**src/rtl/bus_timer.sv**
```systemverilog
// bus_timer: programmable 16-bit interval timer on the cpu memory bus.
// Counts prescaled ticks of clk in one-shot or periodic mode and raises
// irq (FLAG & IE) when the count expires.
module bus_timer #(
    parameter int unsigned PRESCALE = 2080
) (
    input  logic       clk,
    input  logic       reset,
    input  logic [1:0] a,
    input  logic [7:0] din,
    output logic [7:0] dout,
    input  logic       rnw,
    input  logic       cs,
    output logic       irq
);

    localparam logic [15:0] PRE_LAST = 16'(PRESCALE - 1);

    logic [15:0] reload;
    logic [15:0] count;
    logic [15:0] pre;
    logic [7:0]  snap;
    logic        en;
    logic        auto_mode;
    logic        ie;
    logic        flag;

    logic wr_stb;
    logic rd_stb;
    logic wr_ctrl;
    logic start;
    logic tick;
    logic expire;

    assign wr_stb  = cs & ~rnw;
    assign rd_stb  = cs & rnw;
    assign wr_ctrl = wr_stb && (a == 2'd2);
    // Only a 0->1 transition of EN restarts; rewriting EN=1 just updates AUTO/IE.
    assign start   = wr_ctrl && din[0] && !en;
    assign tick    = en && (pre == PRE_LAST);
    assign expire  = tick && (count == 16'd1);
    assign irq     = flag & ie;

    // Prescaler: free-runs 0..PRESCALE-1 while enabled, held at 0 otherwise.
    always_ff @(posedge clk or posedge reset) begin
        if (reset) begin
            pre <= '0;
        end else if (start || !en || tick) begin
            pre <= '0;
        end else begin
            pre <= pre + 16'd1;
        end
    end

    // Down-counter: load on start, decrement (wrapping) per tick, reload or stop on expiry.
    always_ff @(posedge clk or posedge reset) begin
        if (reset) begin
            count <= '0;
        end else if (start) begin
            count <= reload;
        end else if (tick) begin
            if (count == 16'd1) begin
                count <= auto_mode ? reload : 16'd0;
            end else begin
                count <= count - 16'd1;
            end
        end
    end

    // RELOAD bytes are written independently; the running count is unaffected.
    always_ff @(posedge clk or posedge reset) begin
        if (reset) begin
            reload <= '0;
        end else if (wr_stb && (a == 2'd0)) begin
            reload[7:0] <= din;
        end else if (wr_stb && (a == 2'd1)) begin
            reload[15:8] <= din;
        end
    end

    // Control bits: a one-shot expiry clears EN after any same-cycle bus write.
    always_ff @(posedge clk or posedge reset) begin
        if (reset) begin
            en        <= 1'b0;
            auto_mode <= 1'b0;
            ie        <= 1'b0;
        end else begin
            if (wr_ctrl) begin
                en        <= din[0];
                auto_mode <= din[1];
                ie        <= din[2];
            end
            if (expire && !auto_mode) begin
                en <= 1'b0;
            end
        end
    end

    // FLAG: set on expiry, cleared by reg3 write with din[7]; set wins a tie.
    always_ff @(posedge clk or posedge reset) begin
        if (reset) begin
            flag <= 1'b0;
        end else if (expire) begin
            flag <= 1'b1;
        end else if (wr_stb && (a == 2'd3) && din[7]) begin
            flag <= 1'b0;
        end
    end

    // Snapshot of COUNT[15:8] taken on every reg0 read strobe for a coherent 16-bit read.
    always_ff @(posedge clk or posedge reset) begin
        if (reset) begin
            snap <= '0;
        end else if (rd_stb && (a == 2'd0)) begin
            snap <= count[15:8];
        end
    end

    // Read mux: always reflects the selected register, independent of cs.
    always_comb begin
        dout = '0;
        case (a)
            2'd0:    dout = count[7:0];
            2'd1:    dout = snap;
            2'd2:    dout = {flag, 4'b0000, ie, auto_mode, en};
            default: dout = {flag, 7'b0000000};
        endcase
    end

endmodule

```
**config.mk**
```make
export PLATFORM = sky130hd
export DESIGN_NAME = bus_timer
export DESIGN_NICKNAME = d
export VERILOG_FILES = /design/src/rtl/bus_timer.sv
export SDC_FILE = /design/constraint.sdc
export NUM_CORES = 1
export LEC_CHECK = 0
export BUFFER_PORTS_ARGS = -buffer_cell sky130_fd_sc_hd__clkbuf_2
export CORE_AREA = 4 4 85 87
export CTS_CLUSTER_DIAMETER = 80
export DETAILED_ROUTE_END_ITERATION = 12
export DIE_AREA = 0 0 89 91
export PLACE_DENSITY_LB_ADDON = 0.2
export SYNTH_ARGS = -nofsm -noshare
export SYNTH_HDL_FRONTEND = slang
export SYNTH_SLANG_ARGS = --single-unit
```
**constraint.sdc**
```tcl
create_clock -name clk -period 2.4 [get_ports clk]
set_input_delay 0.12 -clock clk [delete_from_list [all_inputs] [get_ports clk]]
set_output_delay 0.12 -clock clk [all_outputs]
set_load 0.03 [all_outputs]
```
==> results of run 1 <==
[layer usage]
metal,up-vias,track usage,share of wire
li1,1151,-,-
met4,0,0.0819,0.021
met3,11,0.0380,0.075
met2,72,0.251,0.41
met5,-,0,0
met1,1165,0.302,0.49
[kinds of logic after synthesis]
logic type / after synthesis / synth area share
multiplexers: 36 / 0.127
buffers and inverters: 21 / 0.0328
XOR/XNOR: 12 / 0.0336
flip-flops: 60 / 0.480
adder cells (fa/ha/maj): 3 / 0.0120
AND/OR/NAND/NOR: 110 / 0.203
AO/OA/AOI/OAI: 53 / 0.112
[worst reg2reg max path, delay by kind of cell (launching register included)]
kind | cells | cell delay [ps]
and+or+nand+nor | 3 | 810
DFF | 1 | 410
muxes | 1 | 310
adders and majority gates | 1 | 210
AOI/OAI and AO/OA | 1 | 210
buffers and inverters | 1 | 140
[metrics by stage]
stage,hold slack [ps],power (uW),std cells
final,24.8,2770,409
after global routing,19.7,2920,409
after CTS,12.3,2800,409
after detailed placement,191,1790,392
after global placement,187,1770,392
after floorplan,272,1630,295
[cell type report]
class / instances / area [um2]
flip-flops and latches: 60 / 1500
fillers: 572 / 2780
clock buffers: 12 / 145
clock inverters: 4 / 72.6
multi-input cells: 214 / 1530
repair buffers: 34 / 203
inverters: 8 / 30.0
well taps: 77 / 96.3
[report_power, final]
part	internal, uW	total [uW]	switching [uW]
clock	612	999	387
combinational	219	469	250
sequential	1160	1300	142
total	1990	2770	779
[worst max-delay path by stage]
stage | end | start | depth (start not counted)
final | count[14] | count[0] | 7
after global routing | count[14] | count[1] | 7
after floorplan | count[14] | count[0] | 7
after detailed placement | count[14] | count[0] | 7
after CTS | count[14] | count[0] | 7
after global placement | count[14] | count[1] | 7
[cell usage after synthesis (3+ instances only)]
master | n | share of area
dfrtp_1 | 60 | 0.48
mux2_2 | 26 | 0.094
nor2_1 | 22 | 0.026
nand2_1 | 18 | 0.022
nand3_1 | 17 | 0.027
o21ai_0 | 17 | 0.027
nor3_1 | 10 | 0.016
mux2i_1 | 9 | 0.029
a21oi_1 | 8 | 0.013
and3_1 | 8 | 0.016
inv_1 | 8 | 0.0096
buf_2 | 7 | 0.011
a211oi_1 | 6 | 0.014
xnor2_1 | 6 | 0.017
xor2_1 | 6 | 0.017
o311ai_1 | 5 | 0.014
and2_1 | 3 | 0.0060
ha_1 | 3 | 0.012
nand4_1 | 3 | 0.0060
nor4_1 | 3 | 0.0060
o211ai_1 | 3 | 0.0072
or3_1 | 3 | 0.0060
[state kept, by name, summed over array words and instances (netlist names)]
name and cells:
en 1, ie 1, count 16, pre 16, auto_mode 1, reload 16
snap 8, flag 1
[what timing repair did]
| action | in CTS | in global routing |
|---|---|---|
| endpoints found under the hold margin | 25 | 0 |
| setup endpoints to repair | 0 | 0 |
| hold buffers | 1 | 0 |
==> qor.txt, run 1 <==
Final instance area - 0.00357 mm2
Reg clk slew, reported paths - 70 ps
Die width - 89 um
Fin util - 0.563
Post-CTS resize count - 0
Post-Route WL - 7.12 mm
Largest net degree at the start of global routing - 28
Crit path DAT - 2420 ps
Grt ovf - 0
Io pins - 23
Clock skew - 5.52 ps
Clk buf depth - 2
Pwr/cell area - 775 mW/mm2
Placer Congestion - 0.871
Period utilisation layout - 0.905
Worst path slowest cell - or3b_4
FP Rows - 29
Leak - 0.00152 uW
Num Clock Sinks - 60
Post-layout min period - 2170 ps
Clk_lat worst skew - 340 ps
Status - finished clean
Number of port buffers - 22
TritonCTS clock tree - built
RSZ-0062 raised after global routing - false
Detailed placement HPWL - 5.31 mm
CP cell instances - inv_1 -> ha_1 -> or3b_4 -> nor3_4 -> nand3b_2 -> mux2_4 -> o31ai_2
Synthesized instance count - 295
Register area share after synthesis - 0.480
Critical Path RT - 2650 ps
Vias/cell - 5.87
HP Class - input port to register
Synthesized area - 0.00313 mm2
Slowest cell delay on critical path - 420 ps
Vias in the first global route - 2257
Synth-to-Final Area Change - 14.2%
CTS H-Tree Depth - 3
Slew Viols, Final - 0
Crit path max fanout - 7
TritonRoute pass-1 iters - 4
Placement Setup Slack - 261 ps
WL/cell - 17.4 um
Synth unique cells - 55
Asr flop ratio synth - 1.00
Flip-flop and latch count after synthesis - 60
WS Path Type - register to register
Setup repair bufs after CTS - 0
Top_reg_cell synth - dfrtp_1
Clk root buf - clkbuf_8
Synth warnings - 0
Commonest non-fill, non-tap cell in the layout - dfrtp_1
Ant diodes - 0
Global-route wire length before repair - 11.6 mm
Worst setup margin - 228 ps
CP delay by family, top - simple AND/OR/NAND/NOR gates
Final hold vios - 0
Hold EP - reload[5]
Die H - 91 um
Fin nets - 344
Layout cell share with drive strength beyond 1 - 0.262
Setup TNS - 0 ps
Crit path buf inv count - 1
Worst rel slew slack - 0.491
Worst Setup Start Kind - register
CP endpoint kind - register
Max Freq - 460 MHz
Max IR drop VDD - 514 uV
Final setup fails - 0
Drt drc - 0
Post-synthesis area per instance - 10.6 um2
Core ar. - 0.00635 mm2
Via Count - 2399
R2R cell count - 7
Least-Margin Pin Slew - 762 ps
Starting DRT DRC Count - 203
Most frequent cells in the layout - dfrtp_1 (60), mux2_2 (26), nor2_1 (22), clkbuf_2 (22), nand2_1 (18)
FF-to-FF setup slack - 230 ps
R2R Path End - count[14]
Max Cap Viol - 0
Initial core utilization - 0.493
Initial antenna violation count - 0
EDFF count, synth - 0
Cell Area, Placed - 0.00335 mm2
CTS buffer count - 9
Worst hold path stage count - 2
Total track usage - 0.191
Syn_nets - 312
Worst hold start - din[5]
Post-route ant nets - 0
Worst reg2reg path startpoint - count[0]
Die ar. - 0.00810 mm2
(Power assumes the default switching activity.)
==> run 2: changes to the inputs <==
CORE_AREA = 4 4 89 91   (was 4 4 85 87)
DIE_AREA = 0 0 93 95   (was 0 0 89 91)
==> run 2 against run 1 <==
Net effect: wire length up 1.3%; design area grew 0.91%; register-to-register slack improved by 20 ps; critical path depth stayed put; die area increased by 9.1%; global-route usage down 1.1 points; hold slack got worse by 7.1 ps.
==> qor.txt, run 2 (synthesis gave the netlist of run 1 again) <==
Total track usage - 0.180
Detailed placement HPWL - 5.38 mm
Via Count - 2422
FP Rows - 31
CP cell instances - inv_1 -> ha_1 -> or3b_4 -> nor3_4 -> nand3b_2 -> mux2_4 -> o31ai_2
Clk buf depth - 2
Initial core utilization - 0.439
Drt drc - 0
Commonest non-fill, non-tap cell in the layout - dfrtp_1
Post-Route WL - 7.21 mm
Die H - 95 um
Max Cap Viol - 0
Slowest cell delay on critical path - 420 ps
Pwr/cell area - 749 mW/mm2
Most frequent cells in the layout - dfrtp_1 (60), mux2_2 (26), nor2_1 (22), clkbuf_2 (22), nand2_1 (18)
Post-route ant nets - 0
Worst rel slew slack - 0.528
Crit path buf inv count - 1
Number of port buffers - 22
FF-to-FF setup slack - 250 ps
Die width - 93 um
Worst path slowest cell - or3b_4
RSZ-0062 raised after global routing - false
Worst Setup Start Kind - register
Ant diodes - 0
Clk_lat worst skew - 340 ps
Leak - 0.00152 uW
HP Class - input port to register
Setup TNS - 0 ps
Fin nets - 345
TritonCTS clock tree - built
CP delay by family, top - simple AND/OR/NAND/NOR gates
CTS H-Tree Depth - 3
Grt ovf - 0
TritonRoute pass-1 iters - 4
Reg clk slew, reported paths - 60 ps
Slew Viols, Final - 0
Starting DRT DRC Count - 224
Die ar. - 0.00884 mm2
Global-route wire length before repair - 12.0 mm
Io pins - 23
Least-Margin Pin Slew - 708 ps
WL/cell - 16.7 um
Final setup fails - 0
CP endpoint kind - register
Clock skew - 8.49 ps
Num Clock Sinks - 60
Crit path DAT - 2400 ps
Synth-to-Final Area Change - 15.2%
Hold WS - 17.7 ps
Critical Path RT - 2650 ps
Final hold vios - 0
Core ar. - 0.00714 mm2
Layout cell share with drive strength beyond 1 - 0.262
Vias/cell - 5.62
Status - finished clean
Vias in the first global route - 2319
Max IR drop VDD - 475 uV
Post-CTS resize count - 0
Placer Congestion - 0.865
Largest registers - count (16), pre (16), reload (16)
Initial antenna violation count - 0
WS Path Type - register to register
Crit path max fanout - 7
Clk root buf - clkbuf_8
CTS buffer count - 9
Max Freq - 466 MHz
Period utilisation layout - 0.895
Post-layout min period - 2150 ps
Largest net degree at the start of global routing - 32
==> run 2: changes by cell type in the layout (fill, tap and decap cells not counted), sizes merged <==
cell      previous run  this run
clkbuf              34        36
buf                 11        12
clkinv               1         0
clkinvlp             1         0
bufinv               2         1
==> run 2: final cells by class <==
type,instances,area [um2]
clock buffers,14,173
clock inverters,1,30.0
fillers,709,3530
inverters,8,30.0
multi-input cells,214,1530
flip-flops and latches,60,1500
well taps,99,124
repair buffers,35,223
==> run 2: through the flow <==
stage | worst slack (ps) | std cells | power (uW) | area (um2) | utilization
floorplan | 433 | 295 | 1630 | 3130 | -
global placement | 341 | 415 | 1770 | 3390 | 0.476
detailed placement | 274 | 415 | 1790 | 3390 | 0.476
CTS | 257 | 431 | 2730 | 3610 | 0.505
global route | 90.8 | 431 | 2850 | 3610 | 0.505
finish | 252 | 431 | 2700 | 3610 | 0.505
==> run 2: repair_timing <==
item / 4_1_cts / 5_1_grt
hold buffers: 1 / 0
buffers inserted: 0 / 0
hold endpoints to repair: 29 / 0
==> run 2: worst paths after layout <==
check / to / startpoint / depth (start not counted)
max in group asynchronous: snap[5] / reset / 4
min: reload[12] / din[4] / 2
max reg2reg: count[14] / count[0] / 7
min reg2reg: pre[0] / pre[0] / 1
max: count[14] / count[0] / 7
min in group asynchronous: pre[5] / reset / 3
==> run 2: power breakdown <==
part	internal, uW	switching (uW)	total, uW
clock	560	375	935
sequential	1160	141	1300
combinational	216	248	464
total	1940	764	2700
==> run 2: per-layer routing <==
metal,vias up,track usage,routed length [um]
met5,-,0,0
met4,0,0.0891,144
met3,13,0.0319,400
met2,75,0.249,2950
met1,1180,0.269,3720
li1,1154,-,-
==> run 3: changes to the inputs <==
ABC_AREA = 1   (was unset)
CORE_AREA = 4 4 93 95   (was 4 4 89 91)
DIE_AREA = 0 0 97 99   (was 0 0 93 95)
==> run 3 against run 2 <==
Net effect: area after synthesis grew 9.4%; non-clock buffer count down 9; synthesized cell count increased by 59%; critical path depth up 1; count of clock-buffer cells in the layout fell by 2; setup slack gained 310 ps.
==> qor.txt, run 3 <==
Worst rel slew slack - 0.607
Hold EP - reload[5]
CTS H-Tree Depth - 3
FF-to-FF setup slack - 560 ps
Slew Viols, Final - 0
Post-Synth Adder-Cell Area - 0.0110
Synth-to-Final Area Change - 12.7%
Die width - 97 um
Asr flop ratio synth - 1.00
Clk buf depth - 2
Initial antenna violation count - 0
Net Switching - 1230 uW
Synthesized area - 0.00342 mm2
Total track usage - 0.195
Commonest non-fill, non-tap cell in the layout - nand2_1
Synth unique cells - 31
Period utilisation layout - 0.766
Post-Route WL - 8.88 mm
Proportion of synthesized area in mux cells - 0.00329
XOR/XNOR Fraction of Synth Area - 0.0230
Initial core utilization - 0.443
Placement Setup Slack - 578 ps
Placer Congestion - 0.948
Post-synth top area share - 0.439
Flop pwr share - 0.427
Clk root buf - clkbuf_8
Syn_nets - 486
Worst Setup SP - pre[0]
Crit path max fanout - 23
Via Count - 3108
Clk_lat worst skew - 350 ps
EDFF count, synth - 0
CTS buffer count - 9
CP endpoint kind - register
TritonCTS clock tree - built
Vias/cell - 5.13
Synth warnings - 0
Post-CTS resize count - 0
Worst path slowest cell - dfrtp_1
Largest net degree at the start of global routing - 61
Flip-flop and latch count after synthesis - 60
Post-synthesis simple-gate area fraction - 0.356
Final hold vios - 0
Global-route wire length before repair - 15.0 mm
Inst Count DP - 587
Max IR drop VDD - 345 uV
Worst Setup Start Kind - register
WL/cell - 14.7 um
Setup TNS - 0 ps
TritonRoute pass-1 iters - 5
Most used cell along the critical path - nand2_1
Drt drc - 0
Synthesized instance count - 469
Top_reg_cell synth - dfrtp_1
Pwr/cell area - 849 mW/mm2
Leak - 0.00197 uW
Worst setup margin - 561 ps
Final setup fails - 0
Io pins - 23
HP Class - input port to register
Fin util - 0.499
# fillers - 766
Grt ovf - 0
RSZ-0062 raised after global routing - false
Number of port buffers - 22
Post-Layout Cell Count - 606
Worst hold start - din[5]
Clk pwr share - 0.287
Starting DRT DRC Count - 166
Die H - 99 um
Slowest cell delay on critical path - 370 ps
Count leader, synth - nand2_1
Most frequent cells in the layout - nand2_1 (156), dfrtp_1 (60), inv_1 (55)
Most frequent cells after synthesis - nand2_1 (156), dfrtp_1 (60), inv_1 (56)
Multi-input combinational cell area - 0.00165 mm2
Worst hold path stage count - 3
Synth area leader - dfrtp_1
Crit path DAT - 2130 ps
Largest family of logic cells by synthesized area - simple AND/OR/NAND/NOR gates
Critical Path RT - 2690 ps
Layout cell share with drive strength beyond 1 - 0.111
R2R cell count - 8
Fin nets - 516
Internal power - 2040 uW
Max Cap Viol - 0
Die ar. - 0.00960 mm2
R2R Path End - count[3]
Worst reg2reg path startpoint - pre[0]
Register area share after synthesis - 0.439
Post-synthesis area per instance - 7.30 um2
WS Path Type - register to register
Logic pwr share - 0.287
Status - finished clean
Least-Margin Pin Slew - 584 ps
CP cell instances - ha_1 -> nand2_1 -> nor2_1 -> nand3_1 -> nand2_4 -> inv_1 -> nand2_1 -> and2_1
Synth area leaders - dfrtp_1 (44%), nand2_1 (17%), o21ai_0 (6.4%), inv_1 (6.1%), nor2_1 (5.4%)
Ant diodes - 0
Register area - 0.00150 mm2
Clock skew - 10.7 ps
FP Rows - 32
Post-layout min period - 1840 ps
Hold WS - 18.2 ps
Largest registers - count (16), pre (16), reload (16)
Detailed placement HPWL - 6.69 mm
Synth Area in Compound Gates - 0.0881
Core ar. - 0.00773 mm2
Post-route ant nets - 0
Reg clk slew, reported paths - 70 ps
Num Clock Sinks - 60
Switching share of power - 0.376
Max Freq - 544 MHz
Vias in the first global route - 3055
## run 3: how the worst max path moves through the flow
stage | endpoint | slack (ps) | cells after the start
after floorplan | auto_mode | 800 | 1
after global placement | count[11] | 610 | 8
after detailed placement | count[3] | 580 | 8
after CTS | count[3] | 560 | 8
after global routing | count[1] | 320 | 8
final | count[3] | 560 | 8
## run 3: per-stage QoR
stage	total power, uW	area [um2]
finish	3270	3860
global route	3490	3860
CTS	3290	3860
detailed placement	2330	3620
global placement	2310	3620
floorplan	2050	3420
## run 3: power groups by stage
stage | registers (uW) | clock network (uW) | logic [uW]
after floorplan | 1340 | 0 | 714
after detailed placement | 1410 | 0 | 921
final | 1400 | 939 | 938
after global placement | 1400 | 0 | 907
after CTS | 1390 | 967 | 933
after global routing | 1420 | 1010 | 1070
## run 3: routing by layer
metal	track usage	vias to the layer above	part of all wire
met3	0.0460	16	0.060
met5	0	-	0
li1	-	1553	-
met2	0.303	102	0.44
met4	0.0778	0	0.023
met1	0.264	1437	0.47
## run 3: kinds of logic after synthesis
logic type / Yosys count
buf+inv: 64
compound gates: 57
flops: 60
fa+ha+maj: 3
mux: 1
simple gates: 275
xor+xnor: 9
## run 3: timing repair
action,CTS,global route
hold endpoints to repair,62,0
hold buffers,3,0
setup buffers,0,0
## run 3: layout make-up
type,count,share of cell area
repair buffers,26,0.0415
flip-flops and latches,60,0.389
clock inverters,4,0.0123
multi-input cells,345,0.428
well taps,102,0.0331
clock buffers,12,0.0402
inverters,57,0.0561
## run 3: worst max-delay path, delay by kind of cell, from the launching register on
kind / cells / cell delay, ps
buffers and inverters: 1 / 190
adder cells (fa/ha/maj): 1 / 170
flip-flops: 1 / 370
AND/OR/NAND/NOR: 6 / 1050
